**src/rtl/bullets_manager.sv**
```systemverilog
//------------------------------------------------------------------------------
// Module      : bullets_manager
// Description : Fixed pool of player bullets. Spawns a bullet at the shooter
//               position on a fire edge, moves active bullets up once per
//               frame, retires them on top-edge exit or hit, and produces the
//               registered per-slot drawing requests and bullet colour.
// Revision    : 1.0 - initial release
//------------------------------------------------------------------------------
`default_nettype none

module bullets_manager #(
    parameter int          NUM_BULLETS     = 3,
    parameter int          BULLET_W        = 4,
    parameter int          BULLET_H        = 8,
    parameter int          SPEED           = 6,
    parameter int          COOLDOWN_FRAMES = 10,
    parameter logic [7:0]  BULLET_COLOR    = 8'hFC,
    localparam int         CNT_W           = $clog2(NUM_BULLETS + 1)
) (
    input  logic                   clk,
    input  logic                   resetN,
    input  logic                   startOfFrame,
    input  logic [10:0]            pixelX,
    input  logic [10:0]            pixelY,
    input  logic                   fireRequest,
    input  logic [10:0]            shooterX,
    input  logic [10:0]            shooterY,
    input  logic [NUM_BULLETS-1:0] bulletHit,
    output logic [NUM_BULLETS-1:0] bulletDrawingRequest,
    output logic [7:0]             bulletRGB,
    output logic                   fireAccepted,
    output logic [CNT_W-1:0]       activeCount
);

    localparam int          CD_W       = (COOLDOWN_FRAMES > 0) ? $clog2(COOLDOWN_FRAMES + 1) : 1;
    localparam logic [CD_W-1:0] c_COOLDOWN = CD_W'(COOLDOWN_FRAMES);
    localparam logic [10:0] c_SPEED    = 11'(SPEED);
    localparam logic [11:0] c_W12      = 12'(BULLET_W);
    localparam logic [11:0] c_H12      = 12'(BULLET_H);

    logic [NUM_BULLETS-1:0] w_active;       // current active flags
    logic [NUM_BULLETS-1:0] w_active_nxt;   // active flags after this clock
    logic [NUM_BULLETS-1:0] w_inside;       // current pixel inside slot i
    logic [NUM_BULLETS-1:0] w_free_sel;     // one-hot lowest free slot
    logic [NUM_BULLETS-1:0] w_grant;        // one-hot slot being allocated
    logic                   w_any_free;
    logic                   w_fire_edge;
    logic                   w_accept;
    logic [CNT_W-1:0]       w_count_nxt;
    logic [11:0]            w_px;
    logic [11:0]            w_py;

    logic                   r_fire_prev;
    logic [CD_W-1:0]        r_cooldown;

    // Widen the scan position so X+W and Y+H never wrap in the compares.
    assign w_px = {1'b0, pixelX};
    assign w_py = {1'b0, pixelY};

    assign w_fire_edge = fireRequest & ~r_fire_prev;

    // Lowest-index free slot, judged on the flags before this clock so a slot
    // freed by a hit this cycle only becomes allocatable next cycle.
    always_comb begin
        w_free_sel = '0;
        w_any_free = 1'b0;
        for (int i = 0; i < NUM_BULLETS; i++) begin
            if (!w_active[i] && !w_any_free) begin
                w_free_sel[i] = 1'b1;
                w_any_free    = 1'b1;
            end
        end
    end

    // The cooldown seen here is the value before any same-cycle decrement.
    assign w_accept = w_fire_edge && (r_cooldown == '0) && w_any_free;
    assign w_grant  = w_accept ? w_free_sel : '0;

    // Per-slot state: allocation wins, then hit, then per-frame motion.
    for (genvar gi = 0; gi < NUM_BULLETS; gi++) begin : g_slot
        logic        r_act;
        logic [10:0] r_x;
        logic [10:0] r_y;
        logic        w_act_nxt;
        logic [10:0] w_x_nxt;
        logic [10:0] w_y_nxt;
        logic [11:0] w_x12;
        logic [11:0] w_y12;

        // Next-state selection for one slot.
        always_comb begin
            w_act_nxt = r_act;
            w_x_nxt   = r_x;
            w_y_nxt   = r_y;
            if (w_grant[gi]) begin
                w_act_nxt = 1'b1;
                w_x_nxt   = shooterX;
                w_y_nxt   = shooterY;
            end else if (bulletHit[gi]) begin
                w_act_nxt = 1'b0;
            end else if (startOfFrame && r_act) begin
                if (r_y < c_SPEED) begin
                    w_act_nxt = 1'b0;
                end else begin
                    w_y_nxt = r_y - c_SPEED;
                end
            end
        end

        // Slot registers.
        always_ff @(posedge clk or negedge resetN) begin
            if (!resetN) begin
                r_act <= 1'b0;
                r_x   <= '0;
                r_y   <= '0;
            end else begin
                r_act <= w_act_nxt;
                r_x   <= w_x_nxt;
                r_y   <= w_y_nxt;
            end
        end

        assign w_x12            = {1'b0, r_x};
        assign w_y12            = {1'b0, r_y};
        assign w_active[gi]     = r_act;
        assign w_active_nxt[gi] = w_act_nxt;
        assign w_inside[gi]     = r_act
                                  && (w_px >= w_x12) && (w_px < w_x12 + c_W12)
                                  && (w_py >= w_y12) && (w_py < w_y12 + c_H12);
    end

    // Popcount of the flags being written, so activeCount tracks the slots.
    always_comb begin
        w_count_nxt = '0;
        for (int i = 0; i < NUM_BULLETS; i++) begin
            w_count_nxt = w_count_nxt + CNT_W'(w_active_nxt[i]);
        end
    end

    // Fire edge detector and shot cooldown counter.
    always_ff @(posedge clk or negedge resetN) begin
        if (!resetN) begin
            r_fire_prev <= 1'b0;
            r_cooldown  <= '0;
        end else begin
            r_fire_prev <= fireRequest;
            if (w_accept) begin
                r_cooldown <= c_COOLDOWN;
            end else if (startOfFrame && (r_cooldown != '0)) begin
                r_cooldown <= r_cooldown - CD_W'(1);
            end
        end
    end

    // Registered outputs: one cycle of latency from the scan position.
    always_ff @(posedge clk or negedge resetN) begin
        if (!resetN) begin
            bulletDrawingRequest <= '0;
            bulletRGB            <= 8'h00;
            fireAccepted         <= 1'b0;
            activeCount          <= '0;
        end else begin
            bulletDrawingRequest <= w_inside;
            bulletRGB            <= (|w_inside) ? BULLET_COLOR : 8'h00;
            fireAccepted         <= w_accept;
            activeCount          <= w_count_nxt;
        end
    end

endmodule

`default_nettype wire

```
**config.mk**
```make
export PLATFORM = sky130hd
export DESIGN_NAME = bullets_manager
export DESIGN_NICKNAME = d
export VERILOG_FILES = /design/src/rtl/bullets_manager.sv
export SDC_FILE = /design/constraint.sdc
export NUM_CORES = 1
export LEC_CHECK = 0
export CORE_AREA = 2 2 138 140
export CTS_CLUSTER_DIAMETER = 80
export DETAILED_ROUTE_END_ITERATION = 7
export DIE_AREA = 0 0 140 142
export PLACE_DENSITY = 0.7
export SYNTH_ARGS = -nofsm -noshare
export SYNTH_HDL_FRONTEND = slang
export SYNTH_SLANG_ARGS = --single-unit
```
**constraint.sdc**
```tcl
create_clock -name clk -period 5.7 [get_ports clk]
set_input_delay 0.57 -clock clk [delete_from_list [all_inputs] [get_ports clk]]
set_output_delay 0.57 -clock clk [all_outputs]
set_load 0.005 [all_outputs]
```
Yosys cells after proc, flatten, opt, wreduce, memory -nomap -nowiden --
Cells that the tools add are included.
Word-level totals: output and inout bits 14, register bits 88, bits of input ports 51, logic and storage cells 116
Cells by class: $add $sub $neg 12, magnitude comparators 15, reductions and logical operators 33, multiplexer cells 33, eq/ne operators 6, bitwise operators 2
Operators with widths (number):
- two-way mux 11 bit | 12
- < comparator 11 x 12 -> 1 bit | 6
- greater-or-equal comparator 11 bit | 6
- adder 11 x 3 -> 12 bit, second input constant | 3
- adder 11 x 4 -> 12 bit, second input constant | 3
- < comparator 11 x 3 -> 1 bit, second input constant | 3
- subtractor 11 x 3 -> 11 bit, second input constant | 3
- logical AND 1 bit | 20
- two-way mux 1 bit | 17
- AND reduction 3 bit | 3
- two-way mux 4 bit | 2
- two-way mux 8 bit | 1
- nonzero test 2 bit | 4
- != test 2 x 1 -> 1 bit, second input constant | 3
- != test 2 bit, second input constant | 3
- zero test 4 bit | 1
- nonzero test 4 bit | 1
- subtractor 4 x 1 -> 4 bit, second input constant | 1
- zero test 1 bit | 3
- two-way mux 3 bit | 1
- OR reduction 3 bit | 1
- adder 1 x 1 -> 2 bit | 1
- adder 2 x 1 -> 2 bit | 1
- bitwise AND 1 bit | 1
- inverter 1 bit | 1

Logic depth before layout (Yosys ltp) --
Gate-level depths: netlist of run 1.
depth after elaboration 11, depth in mapped cells 12, mapped depth without buffers 12

Worst setup path after synthesis of run 1 --
No wires, ideal clock.
path kind register -> register, start point reg g_slot[2].r_y[7], end point reg bulletRGB[6], period minus slack after synthesis 2.347 ns, setup time 0.104 ns, required time 5.596 ns, stages on the path, launching flop included 12, arrival 2.243 ns, path buffers 1, setup slack 3.353 ns, path through dfrtp_1 buf_2 and3_1 and2_1 nand2_1 xnor2_1 ha_1 and4_1 o2111ai_1 a31oi_1 or4_1 o311ai_1
Between the ends: word-level cells in the longest chain between the ends 5, elaborated cells between the ends (all ways) 7, those cells by class add/sub (1); order compare (2); mux (1); reduce/logical (3)
Ends and longest elaborated chain:
- start: declaration | line 83 | logic [10:0] r_y;
- start signal: assignment | line 119 | r_y <= w_y_nxt;
- adder 11 x 4 -> 12 bit or greater-or-equal comparator 11 bit (tied branches) | line 129 | && (w_py >= w_y12) && (w_py < w_y12 + c_H12);
- < comparator 11 x 12 -> 1 bit or logical AND 1 bit (tied branches) | line 129
- logical AND 1 bit (*) | line 129
- OR reduction 3 bit (*) | line 164 | bulletRGB <= (|w_inside) ? BULLET_COLOR : 8'h00;
- two-way mux 8 bit (*) | line 164
- end signal: assignment | line 164
- end: declaration | line 30 | output logic [7:0] bulletRGB,
Mark *: on every way between the ends. The rest lies on a longest branch, timed or not. A chain may end at the register's enable or synchronous reset.

Worst setup path after layout of run 1 --
start point in fireRequest, end point reg activeCount[0]
Between the ends: word-level cells in the longest chain between the ends 7, elaborated cells between the ends (all ways) 9, those cells by class add/sub (2); mux (4); bitwise (1); reduce/logical (2)
Ends and longest elaborated chain:
- start: declaration | line 25 | input logic fireRequest,
- bitwise AND 1 bit (*) | line 60 | assign w_fire_edge = fireRequest & ~r_fire_prev;
- logical AND 1 bit (*) (2 in series) | line 76 | assign w_accept = w_fire_edge && (r_cooldown == '0) && w_any_free;
- two-way mux 3 bit (*) | line 77 | assign w_grant = w_accept ? w_free_sel : '0;
- two-way mux 1 bit | line 95 | if (w_grant[gi]) begin
- adder 1 x 1 -> 2 bit | line 136 | w_count_nxt = w_count_nxt + CNT_W'(w_active_nxt[i]);
- adder 2 x 1 -> 2 bit (*) | line 136
- net w_count_nxt[0] | line 49 | logic [CNT_W-1:0] w_count_nxt;
- end signal: assignment | line 166 | activeCount <= w_count_nxt;
- end: declaration | line 32 | output logic [CNT_W-1:0] activeCount
Mark *: on every way through the listed nets, which the timed path passes. The rest lies on a longest branch.

==> key figures, run 1 <==
Synthesis
  – Sequential cell area fraction in the yosys report: 0.282
  – Top cell type's share of synthesized area: 0.282
  – Synth top cells by count: ha_1, nand2_1, inv_1
  – Warnings from Yosys: 0
  – Post-synth EDFFs: 0
  – Yosys top cell by area: dfrtp_1
  – Synth area leaders: dfrtp_1, ha_1, xnor2_1
  – Synthesized area: between 7000 and 8000 um^2
  – Yosys reg bits: a little over 80
  – Ys async rst share: 1.00
  – Synthesized area per cell: 8.55 um^2
  – Mapped Cells: 841
  – Post-synth cell types: between 60 and 70
  – Count leader, synth: ha_1
  – Most used DFF post-synth: dfrtp_1

Floorplan
  – Die W: around 140 um
  – FP Rows: 50
  – I/O pin total: 65
  – Initial Util: 0.390
  – Die H: 142 um
  – Core Area: 18500 um^2
  – Die area: 19900 um^2

Global route
  – Total GRT Usage: 0.190
  – M1 GR Usage: 0.261
  – M2 GR Usage: 0.299
  – Met3 Use GR: 0.0340
  – Initial antenna violation count: 0
  – Vias in the first global route: around 6000
  – Top Usage Layer GRT: met2
  – Largest net degree at the start of global routing: 44
  – First-pass GRT wire length: between 20000 and 30000 um
  – Total congestion overflow: 0

Final layout
  – # fillers: approximately 1700
  – Layout cell share with drive strength beyond 1: 0.0413
  – Area grow syn2layout: 15.8%
  – Cell area after layout: 8330 um^2
  – Nets: about 1100
  – FF/Latch Area: 2030 um^2
  – Diode count: 0
  – Multi-input gate area: ~4700 um^2

Setup path
  – Largest fanout on the critical path: 22
  – Startpoint types: input pin
  – Critical Path Sink Type: flop
  – Worst Path Class, Setup: input pin to flop
  – Required @ worst endpoint: between 5 and 6 ns
  – WP data arrival: 3.11 ns

STA
  – Final setup viols: 0
  – Final hold violation count: 0
  – Tmin final: 2.87 ns
  – Fin crit share: 0.503
  – Fmax: approximately 0.35 GHz
  – Worst slew pin tran: about 1.1 ns
  – Final setup TNS: 0 ns
  – Fin. max-slew vios: 0
  – Min Hold Slack: 0.208 ns
  – Clock skew: just under 0.009 ns
  – RSZ-0062 raised after global routing: no
  – Slew headroom: 0.282

CTS
  – Postcts setup bufs: 0
  – Worst-path clk slew: about 0.070 ns
  – H-tree depth: 3
  – Clk Latency, worst-skew pair: 0.35 ns
  – CTS Buf Count: 9
  – Num Clock Sinks: ~80
  – Post-CTS resize count: 0
  – TritonCTS clock tree: done
  – Hold buffers post-CTS: 0
  – CTS max path bufs: 2
  – Root buf cell: clkbuf_16

Detailed routing
  – DRT antenna net count: 0
  – DR vias: 6019
  – Number of vias per cell: approximately 5.3
  – DRC: 2
  – Initial DRC count: between 400 and 500
  – First-pass DRT Iterations: 8
  – Post-DR wirelength/cell: 16.2 um
  – Drt total wl: 18300 um

Pwr
  – PwrDens: roughly 360 nW/um^2
  – P_leak: roughly 3.9 nW
  – Pwr Total: approximately 0.0030 W
  – Peak VDD IR: around 0.21 mV

Job
  – Max Cap Viol: 0

Worst hold path
  – Hold Path Class: input pin to async pin

Placed design
  – Global placement routability congestion: ~0.91
  – Post-Place Cell Area: roughly 8000 um^2
  – IO Port Bufs: between 60 and 70
  – DP HPWL: between 10000 and 15000 um

Outcome
  – Failing checks: design-rule violations
  – Outcome: finished, violations left
## stage by stage
step | util | setup WS (ns) | cells
after global routing | 0.451 | 2.66 | 1129
after global placement | 0.432 | 2.51 | 1113
after CTS | 0.451 | 2.84 | 1129
final | 0.451 | 2.83 | 1129
after detailed placement | 0.432 | 2.47 | 1113
after floorplan | - | 3.35 | 842
## cells by family (layout without fill, tap and decap cells)
group           Yosys count  in the layout  share of synthesized area
simple gates            259            259                      0.182
compound gates          198            198                      0.171
fa+ha+maj               133            133                      0.232
buf+inv                 119            172                     0.0717
flops                    81             81                      0.282
xor+xnor                 49             49                     0.0597
other cells               1              2                   0.000521
mux                       1              1                    0.00139
## metal layers
metal | part of all wire | wire [um]
met3 | 0.050 | 922
met4 | 0.028 | 504
met5 | 0 | 0
met1 | 0.48 | 8730
met2 | 0.45 | 8160
## flip-flops by register name, summed over array words and instances (netlist names)
register	flops
bulletDrawingRequest	3
activeCount	2
fireAccepted	1
r_fire_prev	1
r_cooldown	4
g_slot.r_act	3
g_slot.r_y	33
bulletRGB	1
g_slot.r_x	33
## worst max-delay path, cell delays in order
cell and delay, ns:
clkdlybuf4s50_1 0.50, nand4b_2 0.27, nor3b_4 0.78, buf_4 0.35
a21oi_1 0.10, fa_1 0.51, inv_1 0.04
## cells in the final DEF (no fill, tap or decap), types with 3 or more instances in the layout
cell type / n
o21ai_0: 73
ha_1: 132
a21o_1: 14
o22ai_1: 6
or3_1: 3
or4_1: 3
o311ai_0: 4
and3_1: 9
a222oi_1: 3
nand2b_1: 12
nand3_1: 33
o211ai_1: 3
nor4_1: 7
nand2_1: 103
nor3_1: 13
o21a_1: 3
bufinv_16: 3
a211oi_1: 4
a21oi_1: 44
dfrtp_1: 81
nand4_1: 10
xnor2_1: 49
a31oi_1: 12
a221o_1: 4
nor2b_1: 5
nor2_1: 36
inv_1: 91
o221ai_1: 4
a211o_1: 4
buf_4: 4
clkdlybuf4s50_1: 61
a2111oi_0: 3
clkbuf_16: 9
and4_1: 6
## power by group
group / switching, W / leakage (nW) / internal (W)
combinational: 0.000752 / 2.75 / 0.000654
clock: 0.000251 / 0.173 / 0.000453
sequential: 0.000178 / 0.958 / 0.000715
total: 0.00118 / 3.88 / 0.00182
## final timing paths
path | start | end | slack (ns) | cells past startpoint
min | resetN | g_slot[1].r_y[5]$_DFFE_PN0P_ | 0.21 | 1
max reg2reg | r_cooldown[0]$_DFFE_PN0P_ | activeCount[0]$_DFF_PN0_ | 2.89 | 8
max in group asynchronous | resetN | g_slot[0].r_x[3]$_DFFE_PN0P_ | 4.52 | 2
min reg2reg | g_slot[0].r_x[0]$_DFFE_PN0P_ | g_slot[0].r_x[0]$_DFFE_PN0P_ | 0.50 | 2
min in group clk | g_slot[0].r_x[0]$_DFFE_PN0P_ | g_slot[0].r_x[0]$_DFFE_PN0P_ | 0.50 | 2
max | fireRequest | activeCount[0]$_DFF_PN0_ | 2.83 | 7
## cell type report
cell class	count	area share
sequential	81	0.243
multi-input combinational	642	0.561
clock inverter	4	0.0119
inverter	91	0.0410
tap	234	0.0352
timing repair buffer	65	0.0769
clock buffer	12	0.0308
No activity file was read; power rests on OpenSTA's default activity.
==> run 2: changes to the inputs <==
clock period = 3 ns   (was 5.7 ns; I/O delays follow)
==> run 2 against run 1 <==
Against the previous run: the run still ends with design-rule violations left; non-clock buffer count rose by 11; global-route usage rose by 0.092 points; flip-flop and latch count did not move; sequential power rose by 91%; register-to-register slack got worse by 2.5 ns; utilization rose by 0.13 points; final cell count rose by 0.97%; power rose by 83%.
==> key figures, run 2 (synthesis gave the netlist of run 1 again) <==
Setup path
  – Critical Path Sink Type: flop (unchanged)
  – Worst R2R Path Depth: 9 (was 8)
  – Startpoint types: flop (was input pin)
  – WP data arrival: 2.90 ns (was 3.11 ns)
  – Required @ worst endpoint: 3.25 ns (was 5.94 ns)
  – Largest fanout on the critical path: 9 (was 22)
  – Worst Path Class, Setup: flop to flop (was input pin to flop)

Pwr
  – Clock share of power: 0.199 (was 0.235)
  – Switch share: 0.407 (was 0.393)
  – Seq pwr share: 0.309 (was 0.297)
  – PwrDens: 659 nW/um^2 (was 361 nW/um^2)
  – Logic pwr share: 0.492 (was 0.468)
  – Power Internal: 0.00326 W (was 0.00182 W)
  – Peak VDD IR: 0.323 mV (was 0.208 mV)
  – P_leak: 3.91 nW (was 3.88 nW)
  – NetSw: 0.00224 W (was 0.00118 W)

CTS
  – TritonCTS clock tree: done (unchanged)
  – Hold buffers post-CTS: 1 (was 0)
  – Postcts setup bufs: 0 (unchanged)
  – Clk Latency, worst-skew pair: 0.35 ns (about the same)
  – Post-CTS resize count: 0 (unchanged)
  – Worst-path clk slew: 0.06 ns (was 0.07 ns)
  – Num Clock Sinks: 81 (unchanged)
  – Root buf cell: clkbuf_16 (unchanged)
  – CTS max path bufs: 2 (unchanged)
  – H-tree depth: 3 (unchanged)
  – CTS Buf Count: 9 (unchanged)

Detailed routing
  – Uppermost layer routed: met4 (unchanged)
  – DR WL met3: 1050 um (was 922 um)
  – DRC: 2 (unchanged)
  – Drt total wl: 18400 um (was 18300 um)
  – Number of vias per cell: 5.44 (was 5.33)
  – First-pass DRT Iterations: 7 (was 8)
  – Met2 WL: 8120 um (was 8160 um)
  – DRT antenna net count: 0 (unchanged)
  – Met1 wire length: 8720 um (was 8730 um)
  – Post-DR wirelength/cell: 16.2 um (about the same)
  – DR vias: 6197 (was 6019)
  – Initial DRC count: 485 (was 433)

STA
  – Slew headroom: 0.601 (was 0.282)
  – Final setup viols: 0 (unchanged)
  – Min Hold Slack: 0.467 ns (was 0.208 ns)
  – Fmax: around 0.38 GHz
  – Fin crit share: 0.882
  – Clock skew: 0.00510 ns (was 0.00869 ns)
  – Final setup TNS: 0 ns (unchanged)
  – Tmin final: between 2 and 3 ns
  – Worst slew pin tran: 0.584 ns (was 1.07 ns)
  – Final hold violation count: 0 (unchanged)
  – Final worst slack: 0.354 ns (was 2.83 ns)
  – RSZ-0062 raised after global routing: no (unchanged)
  – Fin. max-slew vios: 0 (unchanged)

Floorplan
  – Core Area: 18500 um^2 (unchanged)
  – I/O pin total: 65 (unchanged)
  – Initial Util: 0.390 (unchanged)
  – Die W: 140 um (unchanged)
  – Die H: 142 um (unchanged)
  – FP Rows: 50 (unchanged)
  – Die area: 19900 um^2 (unchanged)

Final layout
  – Layout Cells excl Fill: 1140 (was 1129)
  – Area grow syn2layout: 16.1% (was 15.8%)
  – Registers with the most flip-flops: g_slot.r_x (33), g_slot.r_y (33), r_cooldown (4) (unchanged)
  – # fillers: 1765 (was 1749)
  – Most frequent cells in the layout: ha_1, nand2_1, inv_1 (unchanged)
  – Most common cell after layout, fill and taps aside: ha_1 (unchanged)
  – Diode count: 0 (unchanged)
  – Layout cell share with drive strength beyond 1: 0.0519 (was 0.0413)
  – Cell area after layout: 8350 um^2 (was 8330 um^2)
  – Nets: 1085 (was 1074)

Global route
  – Total GRT Usage: 0.191 (was 0.190)
  – First-pass GRT wire length: 29800 um (was 29900 um)
  – Total congestion overflow: 0 (unchanged)
  – Largest net degree at the start of global routing: 36 (was 44)
  – Vias in the first global route: 5862 (was 5829)
  – Initial antenna violation count: 0 (unchanged)

Placed design
  – Dpl cells: 1123 (was 1113)
  – Post-Place Cell Area: 8050 um^2 (was 7970 um^2)
  – Global placement routability congestion: 0.875 (was 0.906)
  – DP HPWL: 14800 um (was 14400 um)
  – IO Port Bufs: 62 (unchanged)
  – Pre-CTS WS: 0.263 ns (was 2.47 ns)

Worst hold path
  – Hold Path Class: input pin to async pin (unchanged)

Outcome
  – Outcome: finished, violations left (unchanged)
  – Failing checks: design-rule violations (unchanged)

Job
  – Max Cap Viol: 0 (unchanged)
-- run 2: area by class of cell --
type | count | area [um^2] | area share
Multi-Input combinational cell | 642 | 4670 | 0.559
Sequential cell | 81 | 2030 | 0.243
Timing Repair Buffer | 76 | 726 | 0.0869
Inverter | 91 | 342 | 0.0409
Tap cell | 234 | 293 | 0.0351
Clock buffer | 14 | 284 | 0.0340
Clock inverter | 2 | 10.0 | 0.00120
-- run 2: critical path: stages, from the launching register on --
cell	delay [ns]
dfrtp_1	0.52
ha_1	0.32
nand3_1	0.12
xnor2_1	0.14
ha_1	0.29
and4_1	0.21
o2111ai_1	0.11
a31oi_1	0.17
or4_1	0.44
o311ai_1	0.23
-- run 2: worst paths after layout --
kind                                              startpoint                            to  slack (ns)
worst min register to register  g_slot[1].r_x[0]$_DFFE_PN0P_  g_slot[1].r_x[0]$_DFFE_PN0P_        0.49
worst max register to register  g_slot[2].r_y[3]$_DFFE_PN0P_        bulletRGB[6]$_DFF_PN0_        0.35
worst max-delay path            g_slot[2].r_y[3]$_DFFE_PN0P_        bulletRGB[6]$_DFF_PN0_        0.35
worst min-delay path                                  resetN  g_slot[2].r_y[2]$_DFFE_PN0P_        0.47
max in group asynchronous                             resetN  g_slot[0].r_x[5]$_DFFE_PN0P_        1.80
min in group clk                                 fireRequest         r_fire_prev$_DFF_PN0_        0.47
-- run 2: per-stage QoR --
step                      total power, W   util
after floorplan                  0.00366      -
after global placement           0.00432  0.436
after detailed placement         0.00439  0.436
after CTS                        0.00552  0.453
after global routing             0.00601  0.453
final                            0.00550  0.453
-- run 2: routing by layer --
layer | GRT usage | vias up
met5 | 0 | -
met4 | 0.0739 | 0
met3 | 0.0326 | 37
met2 | 0.300 | 183
met1 | 0.265 | 2872
li1 | - | 3105
-- run 2: power groups by stage --
stage	clock, W	sequential (W)	combinational (W)
final	0.00110	0.00170	0.00271
after global routing	0.00116	0.00175	0.00310
after CTS	0.00112	0.00169	0.00271
after detailed placement	0	0.00171	0.00268
after global placement	0	0.00171	0.00262
after floorplan	0	0.00158	0.00208
==> run 3: changes to the inputs <==
TNS_END_PERCENT = 1   (was default)
==> results of run 3 <==
Final layout, timing and power as in run 2 (identical DEF).
